File: src/rtl/spi_pkg.sv
// rtl/spi_pkg.sv - shared frame constants and FSM state type for the SPI target
package spi_pkg;

    localparam int FRAME_BITS  = 24;
    localparam int ADDR_BITS   = 8;
    localparam int DATA_BITS   = 16;
    localparam int RD_FLAG_BIT = 7;

    typedef enum logic [2:0] {
        IDLE,
        ADDR,
        WDATA,
        RDATA,
        DONE
    } spi_state_t;

endpackage

File: src/rtl/spi_sync_edge.sv
// rtl/spi_sync_edge.sv - multi-stage synchroniser with level and edge pulses
module spi_sync_edge #(
    parameter int   SYNC_STAGES = 2,
    parameter logic INIT        = 1'b0
) (
    input  logic clk,
    input  logic reset,
    input  logic d,
    output logic level,
    output logic rise,
    output logic fall
);

    logic [SYNC_STAGES-1:0] sync_q;
    logic                   prev_q;

    // shift the asynchronous input through the stages and keep a delayed copy for edge detection
    always_ff @(posedge clk) begin
        if (reset) begin
            sync_q <= {SYNC_STAGES{INIT}};
            prev_q <= INIT;
        end else begin
            sync_q <= {sync_q[SYNC_STAGES-2:0], d};
            prev_q <= sync_q[SYNC_STAGES-1];
        end
    end

    assign level = sync_q[SYNC_STAGES-1];
    assign rise  = level & ~prev_q;
    assign fall  = ~level & prev_q;

endmodule

File: src/rtl/spi_target_regbank.sv
// rtl/spi_target_regbank.sv - SPI target frame decoder with parallel 16-bit register bank
module spi_target_regbank
    import spi_pkg::*;
#(
    parameter int                   NUM_REGS    = 16,
    parameter logic [DATA_BITS-1:0] RESET_VAL   = 16'h0000,
    parameter int                   SYNC_STAGES = 2
) (
    input  logic                     clk,
    input  logic                     reset,
    input  logic                     sen,
    input  logic                     sclk,
    input  logic                     sdin,
    input  logic                     resetn,
    output logic                     sdout,
    output logic                     sdout_oe,
    output logic [16*NUM_REGS-1:0]   regs_flat,
    output logic                     wr_strobe,
    output logic [6:0]               wr_addr,
    output logic                     addr_err
);

    logic sen_lvl, sen_rise_unused, sen_fall_unused;
    logic sclk_lvl_unused, sclk_rise, sclk_fall;
    logic sdin_lvl, sdin_rise_unused, sdin_fall_unused;
    logic resetn_lvl, resetn_rise_unused, resetn_fall_unused;

    spi_sync_edge #(.SYNC_STAGES(SYNC_STAGES), .INIT(1'b1)) u_sync_sen (
        .clk(clk), .reset(reset), .d(sen),
        .level(sen_lvl), .rise(sen_rise_unused), .fall(sen_fall_unused)
    );

    spi_sync_edge #(.SYNC_STAGES(SYNC_STAGES), .INIT(1'b0)) u_sync_sclk (
        .clk(clk), .reset(reset), .d(sclk),
        .level(sclk_lvl_unused), .rise(sclk_rise), .fall(sclk_fall)
    );

    spi_sync_edge #(.SYNC_STAGES(SYNC_STAGES), .INIT(1'b0)) u_sync_sdin (
        .clk(clk), .reset(reset), .d(sdin),
        .level(sdin_lvl), .rise(sdin_rise_unused), .fall(sdin_fall_unused)
    );

    spi_sync_edge #(.SYNC_STAGES(SYNC_STAGES), .INIT(1'b1)) u_sync_resetn (
        .clk(clk), .reset(reset), .d(resetn),
        .level(resetn_lvl), .rise(resetn_rise_unused), .fall(resetn_fall_unused)
    );

    spi_state_t           state, state_next;
    logic [4:0]           bit_cnt;
    logic [DATA_BITS-1:0] in_sr, out_sr, rd_val;
    logic [DATA_BITS-1:0] regs [NUM_REGS];
    logic [ADDR_BITS-1:0] addr_next;
    logic [6:0]           next_idx, addr_idx;
    logic                 next_in_range, addr_in_range;
    logic                 cnt_clr, shift_en, decode, commit_set, drive_bit, commit_pend;

    // the address byte completes with the bit being sampled on the 8th rise
    assign addr_next     = {in_sr[ADDR_BITS-2:0], sdin_lvl};
    assign next_idx      = addr_next[6:0];
    assign next_in_range = (int'(next_idx) < NUM_REGS);
    assign addr_in_range = (int'(addr_idx) < NUM_REGS);

    // read mux: out-of-range indices return zero
    always_comb begin
        rd_val = '0;
        for (int i = 0; i < NUM_REGS; i++) begin
            if (next_idx == 7'(i)) rd_val = regs[i];
        end
    end

    // next-state and per-cycle control strobes; a high sen outside IDLE aborts the frame
    always_comb begin
        state_next = state;
        cnt_clr    = 1'b0;
        shift_en   = 1'b0;
        decode     = 1'b0;
        commit_set = 1'b0;
        drive_bit  = 1'b0;
        case (state)
            IDLE: begin
                if (!sen_lvl) begin
                    cnt_clr    = 1'b1;
                    state_next = ADDR;
                end
            end
            ADDR: begin
                if (sclk_rise) begin
                    shift_en = 1'b1;
                    if (bit_cnt == 5'(ADDR_BITS - 1)) begin
                        decode     = 1'b1;
                        cnt_clr    = 1'b1;
                        state_next = addr_next[RD_FLAG_BIT] ? RDATA : WDATA;
                    end
                end
            end
            WDATA: begin
                if (sclk_rise) begin
                    shift_en = 1'b1;
                    if (bit_cnt == 5'(DATA_BITS - 1)) begin
                        commit_set = 1'b1;
                        state_next = DONE;
                    end
                end
            end
            RDATA: begin
                if (sclk_fall) begin
                    if (bit_cnt == 5'(DATA_BITS)) state_next = DONE;
                    else drive_bit = 1'b1;
                end
            end
            DONE: begin
                if (sen_lvl) state_next = IDLE;
            end
            default: state_next = IDLE;
        endcase
        if (state != IDLE && sen_lvl) begin
            state_next = IDLE;
            shift_en   = 1'b0;
            decode     = 1'b0;
            commit_set = 1'b0;
            drive_bit  = 1'b0;
        end
    end

    // FSM state register
    always_ff @(posedge clk) begin
        if (reset) state <= IDLE;
        else       state <= state_next;
    end

    // bit counter, shift registers and serial output driver
    always_ff @(posedge clk) begin
        if (reset) begin
            bit_cnt     <= '0;
            in_sr       <= '0;
            out_sr      <= '0;
            addr_idx    <= '0;
            sdout       <= 1'b0;
            sdout_oe    <= 1'b0;
            addr_err    <= 1'b0;
            commit_pend <= 1'b0;
        end else begin
            if (cnt_clr)                    bit_cnt <= '0;
            else if (shift_en || drive_bit) bit_cnt <= bit_cnt + 5'd1;
            if (shift_en) in_sr <= {in_sr[DATA_BITS-2:0], sdin_lvl};
            if (decode) begin
                addr_idx <= next_idx;
                out_sr   <= rd_val;
            end else if (drive_bit) begin
                out_sr <= {out_sr[DATA_BITS-2:0], 1'b0};
            end
            if (state_next != RDATA) sdout <= 1'b0;
            else if (drive_bit)      sdout <= out_sr[DATA_BITS-1];
            sdout_oe    <= (state_next == RDATA);
            addr_err    <= decode & ~next_in_range;
            commit_pend <= commit_set;
        end
    end

    // register bank: soft reset beats a coincident commit, out-of-range commits are dropped
    always_ff @(posedge clk) begin
        if (reset) begin
            wr_strobe <= 1'b0;
            wr_addr   <= '0;
            for (int i = 0; i < NUM_REGS; i++) regs[i] <= RESET_VAL;
        end else begin
            wr_strobe <= commit_pend && addr_in_range && resetn_lvl;
            if (commit_pend && addr_in_range) wr_addr <= addr_idx;
            for (int i = 0; i < NUM_REGS; i++) begin
                if (!resetn_lvl)                                         regs[i] <= RESET_VAL;
                else if (commit_pend && addr_in_range && addr_idx == 7'(i)) regs[i] <= in_sr;
            end
        end
    end

    for (genvar g = 0; g < NUM_REGS; g++) begin : g_flat
        assign regs_flat[16*g +: 16] = regs[g];
    end

endmodule

File: config.mk
export PLATFORM = sky130hd
export DESIGN_NAME = spi_target_regbank
export DESIGN_NICKNAME = d
export VERILOG_FILES = /design/src/rtl/spi_pkg.sv /design/src/rtl/spi_sync_edge.sv /design/src/rtl/spi_target_regbank.sv
export SDC_FILE = /design/constraint.sdc
export NUM_CORES = 1
export LEC_CHECK = 0
export ABC_AREA = 1
export CAP_MARGIN = 30
export CORE_AREA = 2 2 157 312
export DETAILED_ROUTE_END_ITERATION = 16
export DIE_AREA = 0 0 159 314
export GPL_ROUTABILITY_DRIVEN = 0
export PLACE_DENSITY = 0.51
export RECOVER_POWER = 25
export SKIP_LAST_GASP = 1
export SLEW_MARGIN = 20
export SYNTH_ARGS = -nofsm -noshare
export SYNTH_HDL_FRONTEND = slang
export SYNTH_HIERARCHICAL = 1
export SYNTH_SLANG_ARGS = --single-unit
File: constraint.sdc
create_clock -name clk -period 2.26 [get_ports clk]
set_clock_uncertainty 0.05 [all_clocks]
set_input_delay 0.452 -clock clk [delete_from_list [all_inputs] [get_ports clk]]
set_output_delay 0.452 -clock clk [all_outputs]
set_load 0.02 [all_outputs]
# --- Word-level counts from Yosys, hierarchy flattened ---
# Memories as Yosys holds them, arrays and structs flattened.
# Index checks and enable logic that the tools add are counted.
word_totals:
  rom_bits: 0
  memories: 1
  ram_bits: 256
  out_inout_bits: 267
  reg_bits: 68
  latchBits: 0
  input_bits: 6
classes:
  n_reduce_logical: 29
  eq_ne: 39
  muxes: 144
  bitwise_logic: 40
  n_addsub: 1
  magnitude_cmp: 2
  n_shift: 0
  multipliers: 0
  div: 0
mem_list:
  columns: ["memory", "depth", "word_bits", "rd", "rd_clocked_by_memory_dff", "wr", "line", "source"]
  rows:
  - ["regs", 16, 16, 16, 0, 16, "spi_target_regbank.sv:51", "logic [DATA_BITS-1:0] regs [NUM_REGS];"]
op_table:
  columns: ["op", "n"]
  rows:
  - ["two-way mux 16 bit", 50]
  - ["equality test 7 x 4 -> 1 bit, second input constant", 16]
  - ["two-way mux 1 bit", 83]
  - ["equality test 7 x 3 -> 1 bit, second input constant", 8]
  - ["OR 1 bit", 32]
  - ["equality test 7 x 2 -> 1 bit, second input constant", 4]
  - ["two-way mux 3 bit", 9]
  - ["logical AND 1 bit", 19]
  - ["case mux 3 bit (5 select lines)", 1]
  - ["equality test 7 x 1 -> 1 bit, second input constant", 2]
  - ["logical NOT 7 bit", 2]
  - ["< comparator 7 x 5 -> 1 bit, second input constant", 2]
  - ["equality test 3 x 2 -> 1 bit, second input constant", 3]
  - ["OR reduction 2 bit", 3]
  - ["adder 5 x 1 -> 5 bit, second input constant", 1]
  - ["equality test 5 x 3 -> 1 bit, second input constant", 1]
  - ["equality test 5 x 4 -> 1 bit, second input constant", 1]
  - ["equality test 5 bit, second input constant", 1]
  - ["inverter 1 bit", 5]
  - ["OR reduction 4 bit", 1]
  - ["AND 1 bit", 3]
  - ["equality test 3 x 1 -> 1 bit, second input constant", 1]
  - ["equality test 3 bit, second input constant", 1]
  - ["logical NOT 3 bit", 1]
  - ["5 further kinds", 5]

# --- Depth between registers and ports, before layout ---
depth:
  depth_word: 18
  mapped_depth: 17

# --- By module ---
# The synthesis kept the hierarchy.
modules_own_cells:
  columns: ["mod", "area_each_um2", "instances", "cells_each"]
  rows:
  - ["spi_target_regbank", 13744.4, 1, 1418]
  - ["spi_sync_edge (u_sync_resetn ...)", 97.6, 2, 13]
  - ["spi_sync_edge (u_sync_sclk ...)", 93.8, 2, 12]

# --- Worst setup path before layout ---
# Ideal clock, no wire load.
synth_path:
  path_type: "input port to flip-flop"
  from: "in reset"
  to: "mem regs[1][0] (netlist: regs[0][16]) (enable)"
  t_arrival_ps: 1959
  path_stages: 9
  path_slack_ps: -121
  t_required_ps: 1838
  path_cell_list: "buf_2 > inv_2 > nand2_1 > nor2_1 > inv_1 > nor3_4 > nand2_2 > buf_2 > nand2_1"
synth_rtl:
  columns: ["item", "line", "source"]
  rows:
  - ["start, declared", "spi_target_regbank.sv:10", "input logic reset,"]
  - ["end, declared", "spi_target_regbank.sv:51", null]

# --- Worst setup path in the final report ---
layout_path:
  from: "reg in_sr[2]"
  to: "reg out_sr[9]"
layout_between:
  elab_chain_len: 18
  word_cells_on_any_way: 33
  classes_between: "15 x eq/ne; 17 x mux; 1 x reduce/logical"
layout_lines:
  columns: ["item", "line", "source"]
  rows:
  - ["start, declared", "spi_target_regbank.sv:50", "logic [DATA_BITS-1:0] in_sr, out_sr, rd_val;"]
  - ["start signal, assigned", "spi_target_regbank.sv:145", "if (shift_en) in_sr <= {in_sr[DATA_BITS-2:0], sdin_lvl};"]
  - ["logical NOT 7 bit", "spi_target_regbank.sv:67", "if (next_idx == 7'(i)) rd_val = regs[i];"]
  - ["two-way mux 16 bit (15 in a row)", "spi_target_regbank.sv:67", null]
  - ["two-way mux 16 bit *", "spi_target_regbank.sv:67", null]
  - ["two-way mux 16 bit *", "spi_target_regbank.sv:146", "if (decode) begin"]
  - ["end signal, assigned", "spi_target_regbank.sv:148", "out_sr <= rd_val;"]
  - ["end signal, assigned", "spi_target_regbank.sv:150", "out_sr <= {out_sr[DATA_BITS-2:0], 1'b0};"]
  - ["end, declared", "spi_target_regbank.sv:50", null]
# Mark *: on every way between the ends. The rest lies on a longest branch, timed or not.
# A chain may end at the register's enable or synchronous reset.

==> impl_results.md <==
- Final Cycle Share: 105%
- LEAKAGE: 7.44 nW
- Die width: 159 um
- HP Class: input pin to flip-flop
- IO Pins: 273
- Fillers: 4655
- FP Rows: 113
- Worst Path Max Fanout: 4
- Avg Cell Area, Syn: 9.66 um^2
- Core Util, Final: 42.3%
- Cell-internal power: 9.88 mW
- Drt pass-1 iters: 7
- Slew Limit Fails: 0
- Die area: 0.0499 mm^2
- Htree depth: 1
- Initial antenna violation count: 0
- Vias in the first global route: 12000
- Critical-path top delay cell: dfxtp_2
- Clock-pin slew on the worst setup and hold paths: 0.07 ns
- Non-Filler Instances: 2506
- Post-DP HPWL: 42.6 mm
- Root buf cell: clkbuf_16
- Post-DP Area: 0.0186 mm^2
- Vias: 12000
- Power Density: 646 mW/mm^2
- Number of vias per cell: 4.80
- Largest net degree at the start of global routing: 45
- FF/Latch Area: 0.00906 mm^2
- PortBufs: 272
- Clk sinks: 324
- Placed insts: 2440
- Total grt overflow: 0
- CP most frequent cell: nand4_1
- Worst setup margin: -0.108 ns
- Number of routed nets with antenna violations: 0
- Num CTS Buffers: 29
- Setup_tns: -0.261 ns
- Sequential power share: 51.9%
- Design Area, Final: 0.0201 mm^2
- Max-cap viol count: 0
- Global-route usage over all layers: 22.0%
- Final setup viols: 5
- Drt initial violations: 1019
- Outcome: complete, but fails checks
- Minimum clock period: 2.37 ns
- Layout area overhead: 43.4%
- Clock Power Share: 39.3%
- Skew-Pair Late Insertion Delay: 0.57 ns
- CTS tree: done
- Layout cells sized above 1: 19.5%
- Net Sw Frac: 23.9%
- Top delay family on crit path: simple AND/OR/NAND/NOR gates
- Nets: 1861
- Critical path class: flip-flop to flip-flop
- Peak supply drop: 0.545 mV
- Max incr delay on CP: 0.34 ns
- Setup crit start kind: flip-flop
- CP endpoint kind: flip-flop
- Warnings, synthesis: 6
- WP buf/inv: 2
- Slew Limit Headroom: 41.9%
- RSZ-0062 raised after global routing: yes
- Starting density of the core: 29.5%
- Mapped cell area: 0.0140 mm^2
- Post-Route WL: 56.4 mm
- Critical Path RT: 2.67 ns
- First-pass GRT wire length: 81.0 mm
- # diodes: 0
- Area of the multi-input gates: 0.00458 mm^2
- Core area: 0.0475 mm^2
- DR WL/cell: 22.5 um
- P_sw: 3.10 mW
- Fmax: 422 MHz
- Crit path DAT: 2.78 ns
- Combinational group share of total power: 8.8%
- Post-Syn Nets: 1459
- Clock Path Buffers: 3
- CP cell instances: inv_2 > nand2_4 > nor2_2 > nand2_2 > buf_4 > o21ai_0 > nor2_1 > nand4_1 > nand2_2 > nand4_1 > a21boi_2 > nand4_1 > nand2_1 > a21oi_1
- Height of the die: 314 um
- Final Hold Fails: 0
- Transition time of the tightest slew-check pin: 0.872 ns
- DRC viols: 0
- Failing checks: setup timing
- Synthesized instance count: 1450
==> worst reg2reg max path, cell delays in order (launching register included) <==
cell	delay [ns]
dfxtp_2	0.34
inv_2	0.06
nand2_4	0.11
nor2_2	0.06
nand2_2	0.09
buf_4	0.14
o21ai_0	0.09
nor2_1	0.18
nand4_1	0.27
nand2_2	0.21
nand4_1	0.16
a21boi_2	0.20
nand4_1	0.14
nand2_1	0.10
a21oi_1	0.06
==> final cells by class <==
class / instances / share of cell area (%)
clock buffers: 41 / 4.37
clock inverters: 12 / 0.461
inverters: 133 / 2.60
multi-input cells: 928 / 22.8
flip-flops and latches: 324 / 45.1
well taps: 632 / 3.94
repair buffers: 436 / 20.8
==> power groups by stage <==
stage	combinational (mW)	clock, mW	sequential (mW)
2_1_floorplan	0.250	0	6.99
3_3_place_gp	1.09	0	6.87
3_5_place_dp	1.09	0	6.87
4_1_cts	1.13	5.20	6.74
5_1_grt	1.20	5.40	6.75
6_report	1.14	5.10	6.74
==> layer usage <==
metal	up-vias	global-route usage [%]	part of all wire (%)
met5	-	0	0
met4	0	10.6	5.5
met3	120	2.74	5.4
met2	485	41.2	53
met1	5835	24.5	36
li1	5579	-	-
==> registers in the layout, summed over array words and instances (netlist names), 2 cells and up <==
register	cells
u_sync_sdin/sync_q	2
regs	256
addr_idx	7
out_sr	16
wr_addr	7
bit_cnt	5
u_sync_resetn/sync_q	2
state	3
in_sr	16
u_sync_sen/sync_q	2
u_sync_sclk/sync_q	2
==> through the flow <==
| step | setup WS [ns] | power (mW) | hold WS, ns |
|---|---|---|---|
| after floorplan | -0.121 | 7.24 | 0.337 |
| after global placement | -0.346 | 7.96 | 0.346 |
| after detailed placement | -0.376 | 7.97 | 0.346 |
| after CTS | -0.0924 | 13.1 | 0.334 |
| after global routing | -0.181 | 13.3 | 0.349 |
| final | -0.108 | 13.0 | 0.353 |
==> path summary, 6_finish.rpt <==
path | from | endpoint | slack (ns) | depth (start not counted)
worst max register to register | in_sr[2] | out_sr[9] | -0.11 | 14
worst max-delay path | in_sr[2] | out_sr[9] | -0.11 | 14
worst min-delay path | sdin | u_sync_sdin/sync_q[0] | 0.35 | 3
worst min register to register | u_sync_sclk/sync_q[0] | u_sync_sclk/sync_q[1] | 0.36 | 2
==> repair_timing <==
action,in CTS,in global routing
gates resized for setup,70,69
pin swaps,36,62
buffers inserted,7,5
endpoints found under the setup margin,16,18
hold buffers,0,0
cloned,3,0
==> layout by cell type (no fill, tap or decap), types with 19 or more instances in the layout <==
cell,n
edfxtp_1,256
o21ai_0,61
dfxtp_1,62
nand2_2,40
nand3_1,32
a21oi_1,57
clkbuf_16,32
nor2_2,22
inv_1,110
nand4_1,43
nor2_1,360
nor2_4,19
clkdlybuf4s50_1,270
nand2_1,212
buf_4,111
No activity file was read; power rests on OpenSTA's default activity.
